===== config.mk =====
export PLATFORM = sky130hd
export DESIGN_NAME = alu_seq
export DESIGN_NICKNAME = d
export VERILOG_FILES = /design/src/rtl/alu_seq.sv
export SDC_FILE = /design/constraint.sdc
export NUM_CORES = 1
export LEC_CHECK = 0
export CAP_MARGIN = 20
export CORE_UTILIZATION = 35
export DETAILED_ROUTE_END_ITERATION = 16
export GPL_TIMING_DRIVEN = 1
export HOLD_SLACK_MARGIN = 0.15
export PLACE_DENSITY_LB_ADDON = 0.05
export SLEW_MARGIN = 25
export SYNTH_ARGS = -nofsm -noshare
export SYNTH_HDL_FRONTEND = slang
export SYNTH_SLANG_ARGS = --single-unit

===== constraint.sdc =====
create_clock -name clk -period 11.6 [get_ports clk]
set_clock_uncertainty 0.2 [all_clocks]
set_input_delay 2.32 -clock clk [delete_from_list [all_inputs] [get_ports clk]]
set_output_delay 2.32 -clock clk [all_outputs]
set_load 0.01 [all_outputs]

===== src/rtl/alu_seq.sv =====
// rtl/alu_seq.sv - handshaked ALU with registered result and flags
// ALU_SEQ_MUL_EN enables the iterative shift-add multiplier for opcode 1110.
module alu_seq #(
  parameter int WIDTH = 32
) (
  input  logic             clk,
  input  logic             rst,
  input  logic             in_valid,
  output logic             in_ready,
  input  logic [3:0]       op,
  input  logic [WIDTH-1:0] a,
  input  logic [WIDTH-1:0] b,
  output logic             out_valid,
  input  logic             out_ready,
  output logic [WIDTH-1:0] result,
  output logic             zero_flag,
  output logic             carry_flag,
  output logic             overflow_flag,
  output logic             illegal_op
);
  localparam int SHW = $clog2(WIDTH);
  localparam int MSB = WIDTH - 1;

  localparam logic [3:0] OP_ADD  = 4'b0001;
  localparam logic [3:0] OP_SUB  = 4'b0010;
  localparam logic [3:0] OP_SHLU = 4'b0011;
  localparam logic [3:0] OP_SHRU = 4'b0100;
  localparam logic [3:0] OP_SHLS = 4'b0101;
  localparam logic [3:0] OP_SHRS = 4'b0110;
  localparam logic [3:0] OP_LT   = 4'b0111;
  localparam logic [3:0] OP_EQ   = 4'b1000;
  localparam logic [3:0] OP_NEQ  = 4'b1001;
  localparam logic [3:0] OP_AND  = 4'b1010;
  localparam logic [3:0] OP_OR   = 4'b1011;
  localparam logic [3:0] OP_XOR  = 4'b1100;
  localparam logic [3:0] OP_NOR  = 4'b1101;
  localparam logic [3:0] OP_MUL  = 4'b1110;
  localparam logic [3:0] OP_LTS  = 4'b1111;

  typedef enum logic {IDLE, BUSY} state_t;
  state_t state;

  logic [WIDTH:0]   sum_ext;
  logic [WIDTH:0]   diff_ext;
  logic [SHW-1:0]   shamt;
  logic [WIDTH-1:0] res_c;
  logic             carry_c;
  logic             ovf_c;
  logic             ill_c;
  logic             accept;

  assign in_ready = !rst && (state == IDLE) && (!out_valid || out_ready);
  assign accept   = in_valid && in_ready;
  assign sum_ext  = {1'b0, a} + {1'b0, b};
  assign diff_ext = {1'b0, a} - {1'b0, b};
  assign shamt    = b[SHW-1:0];

  always_comb begin
    res_c   = '0;
    carry_c = 1'b0;
    ovf_c   = 1'b0;
    ill_c   = 1'b0;
    case (op)
      OP_ADD: begin
        res_c   = sum_ext[WIDTH-1:0];
        carry_c = sum_ext[WIDTH];
        ovf_c   = (a[MSB] == b[MSB]) && (sum_ext[MSB] != a[MSB]);
      end
      // The extra bit of the unsigned difference is exactly the borrow a<b.
      OP_SUB: begin
        res_c   = diff_ext[WIDTH-1:0];
        carry_c = diff_ext[WIDTH];
        ovf_c   = (a[MSB] != b[MSB]) && (diff_ext[MSB] != a[MSB]);
      end
      OP_SHLU, OP_SHLS: res_c = a << shamt;
      OP_SHRU:          res_c = a >> shamt;
      OP_SHRS:          res_c = $signed(a) >>> shamt;
      OP_LT:            res_c = {{(WIDTH-1){1'b0}}, a < b};
      OP_EQ:            res_c = {{(WIDTH-1){1'b0}}, a == b};
      OP_NEQ:           res_c = {{(WIDTH-1){1'b0}}, a != b};
      OP_AND:           res_c = a & b;
      OP_OR:            res_c = a | b;
      OP_XOR:           res_c = a ^ b;
      OP_NOR:           res_c = ~(a | b);
      OP_LTS:           res_c = {{(WIDTH-1){1'b0}}, $signed(a) < $signed(b)};
`ifdef ALU_SEQ_MUL_EN
      OP_MUL:           ;
`endif
      default:          ill_c = 1'b1;
    endcase
  end

`ifdef ALU_SEQ_MUL_EN
  logic [SHW-1:0]   cnt;
  logic [WIDTH-1:0] acc;
  logic [WIDTH-1:0] mcand;
  logic [WIDTH-1:0] mplier;
  logic [WIDTH-1:0] acc_next;
  logic             is_mul;

  assign is_mul   = (op == OP_MUL);
  assign acc_next = acc + (mplier[0] ? mcand : '0);
`endif

  always_ff @(posedge clk) begin
    if (rst) begin
      state         <= IDLE;
      out_valid     <= 1'b0;
      result        <= '0;
      zero_flag     <= 1'b0;
      carry_flag    <= 1'b0;
      overflow_flag <= 1'b0;
      illegal_op    <= 1'b0;
`ifdef ALU_SEQ_MUL_EN
      cnt           <= '0;
      acc           <= '0;
      mcand         <= '0;
      mplier        <= '0;
`endif
    end else begin
      // A load below overrides this, so consume+accept keeps out_valid high.
      if (out_ready) out_valid <= 1'b0;
      case (state)
        IDLE: begin
          if (accept) begin
`ifdef ALU_SEQ_MUL_EN
            if (is_mul) begin
              mcand  <= a;
              mplier <= b;
              acc    <= '0;
              cnt    <= '0;
              state  <= BUSY;
            end else
`endif
            begin
              result        <= res_c;
              zero_flag     <= (res_c == '0);
              carry_flag    <= carry_c;
              overflow_flag <= ovf_c;
              illegal_op    <= ill_c;
              out_valid     <= 1'b1;
            end
          end
        end
`ifdef ALU_SEQ_MUL_EN
        BUSY: begin
          acc    <= acc_next;
          mcand  <= mcand << 1;
          mplier <= mplier >> 1;
          cnt    <= cnt + 1'b1;
          if (cnt == SHW'(WIDTH - 1)) begin
            result        <= acc_next;
            zero_flag     <= (acc_next == '0);
            carry_flag    <= 1'b0;
            overflow_flag <= 1'b0;
            illegal_op    <= 1'b0;
            out_valid     <= 1'b1;
            cnt           <= '0;
            state         <= IDLE;
          end
        end
`endif
        default: state <= IDLE;
      endcase
    end
  end
endmodule

# Yosys cells after proc, flatten, opt, wreduce, memory -nomap -nowiden
# Index checks and enable logic that the tools add are counted.
# word_totals
reg_bits	37
elab_cells	54
# op_classes
add_sub_neg	2
order_cmp	2
eq_ne	20
shift	3
n_mux	6
bitwise_logic	4
n_reduce_logical	11
# ops
cell	count
$pmux 32 s13	1
$lt 32x32->1	2
$add 32x32->33	1
$sub 32x32->33	1
$and 32x32->32	1
$eq 32x32->1	1
$logic_not 32->1	1
$ne 32x32->1	1
$not 32->32	1
$or 32x32->32	1
$shl 32x5->32	1
$shr 32x5->32	1
$sshr 32x5->32	1
$xor 32x32->32	1
$eq 4x4->1 const B	7
$eq 4x3->1 const B	4
$reduce_or 14->1	1
$eq 4x2->1 const B	2
$eq 4x1->1 const B	1
$logic_and 1x1->1	4
$pmux 1 s2	2
$mux 1	3
$ne 1x1->1	3
$logic_not 1->1	2
4 further kinds	4

# Depth between registers and ports, before layout
# Gate-level depths: netlist of the first run.
# depth
word_depth	5
mapped_depth	18
depth_no_buf	14

# Worst setup path after synthesis of the first run
# Ideal clock, no wire load.
# synth_timing
path_type	in2reg
startpoint	in b[2]
endpoint	reg zero_flag
setup_ps	96
arrival_ps	6253
t_required_ps	11304
setup_slack_ps	5051
cell_stages	18
n_path_buf	5
path_cell_list	buf_2 > inv_1 > buf_2 > buf_2 > buf_1 > ha_1 > clkbuf_1 > o2111a_1 > nand3_1 > a41oi_1 > and2_1 > a211o_1 > a211oi_2 > o211ai_1 > or4_1 > nor4_1 > nand4b_1 > o41ai_2
# synth_via
elab_chain_len	4
elab_cells_between_ends	15
classes_between	add/sub: 2; order compare: 2; eq/ne: 2; shift: 3; mux: 1; bitwise: 4; reduce/logical: 1
# synth_lines
element	line_no	rtl
start: declaration	12	input logic [WIDTH-1:0] b,
parallel branches: the longest is 2 deep, another holds $sub 32x32->33	n/a	
$pmux 32 s13 (*)	63	case (op)
$logic_not 32->1 (*)	137	zero_flag <= (res_c == '0);
end signal: assignment	137	
end: declaration	16	output logic zero_flag,
# Mark *: on every way between the ends.
# A chain may end at the register's enable or synchronous reset.

# Worst setup path in the final report of the first run
# layout_timing
startpoint	in a[10]
endpoint	reg zero_flag
# layout_via
elab_chain_len	4
elab_cells_between_ends	15
classes_between	add/sub: 2; order compare: 2; eq/ne: 2; shift: 3; mux: 1; bitwise: 4; reduce/logical: 1
# layout_lines
element	line_no	rtl
start: declaration	11	input logic [WIDTH-1:0] a,
parallel branches: the longest is 2 deep, another holds $sub 32x32->33	n/a	
$pmux 32 s13 (*)	63	
$logic_not 32->1 (*)	137	
# Marks and branches as above.

==> parameters.txt, run 1 <==
Parameter                              Value

Run status
  Status    completed

Yosys
  Post-synthesis sequential element count    37
  Yosys warning count    0
  Net count of the mapped netlist    1919
  Post-synth EDFFs    0
  Cell variety after synth    between 90 and 100
  Post-synthesis instance total    around 1700
  Syn Std Cell Area    around 13000 sq um
  Proportion of synthesized flip-flops having asynchronous set or reset    0%
  Mapped Avg Cell Area    7.19 sq um
  Part of the Yosys area used for sequential elements    slightly below 6%
  Ys flop type    sky130_fd_sc_hd__dfxtp_1

GRT
  GR Util All Layers    around 36%
  Number of global-route vias before repair    between 10000 and 15000
  Wire length of the first global-routing pass    slightly below 100 mm
  Total overflow reported by the global router    0
  Largest net degree at the start of global routing    between 100 and 150
  Number of antenna violations at the first check in global routing    2

Clock network
  Number of resized instances in the post-cts repair step    0
  Maximum buffer depth of the clock tree    2
  Later-pin clock latency in the skew report    0.28 ns
  Setup bufs post-CTS    0
  TritonCTS Buffers    5
  TritonCTS clock tree    done
  Master cell of the clock root buffer    sky130_fd_sc_hd__clkbuf_16
  Register clock-pin slew on the reported worst setup and hold paths    0.06 ns
  Number of H-tree levels    2
  Clk sink count    37
  Total of hold buffers inserted after clock tree synthesis    0

Die
  Height of the chip    191 um
  Core area    around 35000 sq um
  Number of ports placed on the die boundary    between 100 and 150
  Die Span X    around 190 um
  Starting utilization of the core area    a little over a third
  Die area    between 30000 and 40000 sq um
  Placement row count    68

STA
  RSZ-0062 raised after global routing    false
  Share of the clock period used by the worst path    between 60% and 70%
  Total of endpoints with negative setup slack in the final report    0
  Maximum operating frequency    0.128 GHz
  Measured slew at the worst slew-check pin    about 1.1 ns
  Max-slew violation count    0
  Max_slew headroom    27.8%
  Time the final worst path needs with I/O delays and setup    approximately 7.8 ns
  Aggregate negative setup slack    0 ns
  Final hold violation count    0

Worst setup path
  Req. time, crit path    between 10 and 15 ns
  Kind of critical path    primary input to register
  Maximum fanout along the worst path    15
  Worst Path Arrival    7.80 ns
  Kind of end point of the critical path    register
  Worst Setup Start Kind    primary input

Placed design
  Placer Congestion    around 1.0
  Half-perimeter wire length after detailed placement    just over 50 mm
  Buffers on Ports    109

Layout
  Area growth, synth to finish    11.6%
  NumNets Final    between 1500 and 2000
  Fraction of the core area covered by cells at the end of the flow    between 30% and 40%
  Fraction of layout instances using a drive strength above 1    about 10%
  Number of inserted diodes    0

Drt
  Remaining DRCs    0
  Wire length after detailed routing    approximately 67 mm
  Number of detailed-route iterations in the first pass    6
  Antenna violation net count after detailed routing    0
  Routed vias    15045
  Number of violations reported at the end of detailed-routing iteration 0    2273
  Per-cell via count in the routed design    ~6.9
  Mean routed wirelength per cell    roughly 30 um

Pwr
  Overall power after layout    just under 1 mW
  Power per cell area    about 70 nW/um^2
  Worst supply voltage drop on vdd    0.0000806 V
  Standby leakage power    ~5.4 nW

Worst hold path
  Type of the tightest min-delay check    register to register

Flow run
  Count of maximum capacitance violations    0
==> per-stage QoR <==
step                area (sq um)  setup slack [ns]  hold WS, ns  cells
global route               13900              3.59        0.274   2191
floorplan                  12500              5.05        0.278   1739
finish                     13900              3.79        0.259   2191
detailed placement         13800              3.79        0.248   2183
global placement           13700              3.83        0.245   2183
CTS                        13900              4.09        0.263   2191
==> flip-flops by register name, summed over array words and instances (netlist names) <==
register and count:
out_valid 1, zero_flag 1, overflow_flag 1, carry_flag 1, result 32, illegal_op 1
==> per-layer routing <==
layer / GRT usage (%) / share of wire (%) / vias to the layer above
li1: - / - / 6627
met1: 49.9 / 43 / 7318
met2: 56.3 / 44 / 966
met3: 4.59 / 9.1 / 130
met4: 11.1 / 3.7 / 4
met5: 0 / 0.038 / -
==> cell usage in the layout, fill, tap and decap left out, types with 41 or more instances in the layout <==
cell type	synthesis	routed
sky130_fd_sc_hd__a21oi_1	125	125
sky130_fd_sc_hd__buf_4	1	42
sky130_fd_sc_hd__clkdlybuf4s50_1	0	104
sky130_fd_sc_hd__ha_1	106	106
sky130_fd_sc_hd__inv_1	94	94
sky130_fd_sc_hd__mux2i_1	59	59
sky130_fd_sc_hd__mux4_2	50	50
sky130_fd_sc_hd__nand2_1	161	161
sky130_fd_sc_hd__nand3_1	76	75
sky130_fd_sc_hd__nor2_1	132	132
sky130_fd_sc_hd__o211ai_1	41	41
sky130_fd_sc_hd__o21ai_0	104	104
==> report_power, final <==
| group | internal, mW | leakage [nW] | switching (mW) | total [mW] |
|---|---|---|---|---|
| logic | 0.237 | 5.04 | 0.430 | 0.667 |
| registers | 0.139 | 0.304 | 0.00629 | 0.145 |
| clock network | 0.124 | 0.0944 | 0.0562 | 0.180 |
==> critical path: stages <==
cell and delay [ns]:
sky130_fd_sc_hd__clkdlybuf4s50_1 0.90, sky130_fd_sc_hd__inv_1 0.13, sky130_fd_sc_hd__ha_1 0.57, sky130_fd_sc_hd__nor4_1 0.87, sky130_fd_sc_hd__o21ai_0 0.30, sky130_fd_sc_hd__nand3_1 0.29
sky130_fd_sc_hd__a21o_1 0.16, sky130_fd_sc_hd__xnor2_1 0.06, sky130_fd_sc_hd__a2111oi_0 0.94, sky130_fd_sc_hd__nand4_1 0.33, sky130_fd_sc_hd__nor4_1 0.49, sky130_fd_sc_hd__nand4b_1 0.19
sky130_fd_sc_hd__o41ai_2 0.22
==> area by class of cell <==
| class | count | area (sq um) |
|---|---|---|
| clock buffers | 5 | 125 |
| clock inverters | 3 | 68.8 |
| fillers | 3741 | 20900 |
| inverters | 99 | 372 |
| multi-input cells | 1441 | 10700 |
| flip-flops and latches | 37 | 741 |
| well taps | 455 | 569 |
| repair buffers | 151 | 1400 |
==> cells in the mapped netlist, types with 34 or more instances <==
master                     count  area (sq um)
sky130_fd_sc_hd__nor3_1       34           170
sky130_fd_sc_hd__o211ai_1     41           308
sky130_fd_sc_hd__inv_1        94           353
sky130_fd_sc_hd__mux2i_1      59           591
sky130_fd_sc_hd__ha_1        106          1330
sky130_fd_sc_hd__a211oi_1     40           300
sky130_fd_sc_hd__clkbuf_1     96           360
sky130_fd_sc_hd__o21ai_0     104           521
sky130_fd_sc_hd__mux4_2       50          1130
sky130_fd_sc_hd__dfxtp_1      37           741
sky130_fd_sc_hd__nor2_1      132           495
sky130_fd_sc_hd__a21oi_1     125           626
sky130_fd_sc_hd__buf_2        37           185
sky130_fd_sc_hd__nand3_1      76           380
sky130_fd_sc_hd__nand2_1     161           604
==> cells by family after synthesis <==
family | Yosys count | share of synthesized area [%]
simple gates | 577 | 22.7
fa+ha+maj | 108 | 10.9
mux | 142 | 17.0
xor+xnor | 16 | 1.12
flops | 37 | 5.93
buf+inv | 261 | 9.07
compound gates | 598 | 33.3
==> worst paths after layout <==
check,startpoint,endpoint,slack [ns],cells after the start
setup / recovery,a[10],zero_flag,3.79,13
hold / removal,result[19],result[19],0.26,2
setup reg to reg,out_valid,zero_flag,7.68,12
hold reg to reg,result[19],result[19],0.26,2
(Power assumes the default switching activity.)
==> run 2: changes to the inputs <==
- clock period: 11.6 -> 6.26 ns (I/O delays scaled with it)
==> parameters.txt, run 2 (synthesis results as in run 1) <==
Parameter                              Value

STA
  Total of endpoints with negative setup slack in the final report    0 (unchanged)
  Aggregate negative setup slack    0 ns (unchanged)
  Measured slew at the worst slew-check pin    1.06 ns (-0.0163 ns)
  Final hold violation count    0 (unchanged)
  Maximum operating frequency    roughly 0.17 GHz
  Max-slew violation count    0 (unchanged)
  Max_slew headroom    29.3% (+1.5 points)
  Time the final worst path needs with I/O delays and setup    5.80 ns
  Share of the clock period used by the worst path    just over 90%
  Slack of the critical path    0.462 ns (-3.33 ns)
  RSZ-0062 raised after global routing    false

Layout
  Total area of multi-input combinational cells    10700 sq um (-0.23%)
  Area growth, synth to finish    18.4%
  Largest register by flop count    result
  Sequential standard cell area    741 sq um (unchanged)
  # fillers    3727 (-0.37%)
  NumNets Final    2028 (+5.9%)
  Fraction of layout instances using a drive strength above 1    15.3% (+5.2 points)
  Leading cell types in the layout, fill and taps excluded    sky130_fd_sc_hd__nand2_1, sky130_fd_sc_hd__buf_4, sky130_fd_sc_hd__nor2_1
  Fraction of the core area covered by cells at the end of the flow    42.4% (+2.4 points)
  Commonest non-fill, non-tap cell in the layout    sky130_fd_sc_hd__nand2_1
  Number of inserted diodes    0 (unchanged)
  Number of flip-flops in the largest register    32 (unchanged)

Worst setup path
  Critical path cell sequence    clkdlybuf4s50_1 > inv_1 > ha_1 > nor3_1 > nand2_1 > a21boi_0 > o21ai_0 > a21oi_1 > mux2i_1 > o211ai_1 > or4_1 > nor4_1 > nand4b_1 > o41ai_2
  Kind of critical path    primary input to register
  Cell family with most CP delay    compound AO/OA/AOI/OAI gates
  Slowest cell on crit path    sky130_fd_sc_hd__clkdlybuf4s50_1
  Req. time, crit path    6.24 ns (-5.35 ns)
  Kind of end point of the critical path    register
  Worst Setup Start Kind    primary input
  Buffers plus inverters on the worst setup path    2 (unchanged)
  Worst Path Arrival    5.78 ns (-2.02 ns)
  Delay of the slowest cell on the worst path    0.71 ns (-0.23 ns)
  Maximum fanout along the worst path    10 (-5)

Placed design
  Half-perimeter wire length after detailed placement    56.1 mm (+9.3%)
  Post-placement worst setup slack    0.227 ns (-3.56 ns)
  Buffers on Ports    109 (unchanged)
  Placer Congestion    1.01 (-3.4%)

GRT
  Routing layer with the top usage in global route    met2
  Met1 GRT Util    51.6% (+1.8 points)
  Met2 track demand over resource    57.4% (+1.1 points)
  Wire length of the first global-routing pass    101 mm (+4.1%)
  Total overflow reported by the global router    0 (unchanged)
  Largest net degree at the start of global routing    90 (-25%)
  Number of global-route vias before repair    14332 (+5.2%)
  Met3 demand-to-capacity share in global routing    7.20% (+2.6 points)
  Number of antenna violations at the first check in global routing    1 (-1)
  GR Util All Layers    37.7% (+2.0 points)

Die
  Number of ports placed on the die boundary    110 (unchanged)
  Core area    34900 sq um (unchanged)
  Starting utilization of the core area    35.8% (unchanged)
  Placement row count    68 (unchanged)
  Die Span X    191 um (unchanged)
  Height of the chip    191 um (unchanged)
  Die area    36500 sq um (unchanged)

Clock network
  Later-pin clock latency in the skew report    0.28 ns (about the same)
  Clk sink count    37 (unchanged)
  Number of resized instances in the post-cts repair step    0 (unchanged)
  Total of hold buffers inserted after clock tree synthesis    0 (unchanged)
  Number of H-tree levels    2 (unchanged)
  TritonCTS clock tree    done
  Maximum buffer depth of the clock tree    2 (unchanged)
  Setup bufs post-CTS    0 (unchanged)
  Register clock-pin slew on the reported worst setup and hold paths    0.06 ns (about the same)
  TritonCTS Buffers    5 (unchanged)
  Master cell of the clock root buffer    sky130_fd_sc_hd__clkbuf_16

Drt
  Remaining DRCs    0 (unchanged)
  Number of detailed-route iterations in the first pass    7 (+1)
  Antenna violation net count after detailed routing    0 (unchanged)
  Wire length after detailed routing    69.7 mm (+4.8%)
  Mean routed wirelength per cell    30.3 um (-0.29%)
  Routed vias    15366 (+2.1%)
  Number of violations reported at the end of detailed-routing iteration 0    2119 (-6.8%)
  Per-cell via count in the routed design    6.67 (-2.8%)

Pwr
  Worst supply voltage drop on vdd    0.000167 V (+110%)
  Power per cell area    127 nW/um^2 (+78%)
  Overall power after layout    1.88 mW (+89%)
  Standby leakage power    5.98 nW (+9.9%)

Run status
  Status    completed

Flow run
  Count of maximum capacitance violations    0 (unchanged)

Worst hold path
  Type of the tightest min-delay check    register to register
-- run 2: path summary, 6_finish.rpt --
path	startpoint	endpoint	slack, ns	cells after the start
hold / removal	result[15]	result[15]	0.25	2
setup reg to reg	out_valid	zero_flag	2.36	13
hold reg to reg	result[15]	result[15]	0.25	2
setup / recovery	a[3]	zero_flag	0.46	14
-- run 2: cell type report --
type	instances	share of cell area (%)
clock buffer	5	0.845
clock inverter	2	0.237
inverter	99	2.51
multi-input combinational	1441	72.0
sequential	37	5.01
tap	455	3.85
timing repair buffer	264	15.6
-- run 2: metal layers --
metal  share of wire (%)  up-vias
met5                   0        -
met4                 4.7        0
met3                 9.7      130
met2                  43      958
met1                  43     7426
li1                    -     6852
-- run 2: report_power, final --
part,total [mW],leakage [nW],switching [mW],internal [mW]
Clock,0.277,0.0797,0.0923,0.185
Sequential,0.269,0.304,0.0115,0.257
Combinational,1.33,5.59,0.825,0.507
Total,1.88,5.98,0.929,0.949
-- run 2: worst min-delay path: cells and delay by family (launching register included) --
family | cells | cell delay, ns
flops | 1 | 0.30
simple gates | 2 | 0.11
-- run 2: stage by stage --
| stage | area [sq um] | hold WS [ns] | instances |
|---|---|---|---|
| 4_1_cts | 14800 | 0.260 | 2303 |
| 3_5_place_dp | 14600 | 0.248 | 2296 |
| 3_3_place_gp | 14600 | 0.242 | 2296 |
| 5_1_grt | 14800 | 0.278 | 2303 |
| 6_report | 14800 | 0.254 | 2303 |
| 2_1_floorplan | 12500 | 0.278 | 1739 |
==> run 3: changes to the inputs <==
- CAP_MARGIN: 20 -> not set
==> results of run 3 <==
The final DEF is identical to that of run 2; final timing and power are the same.
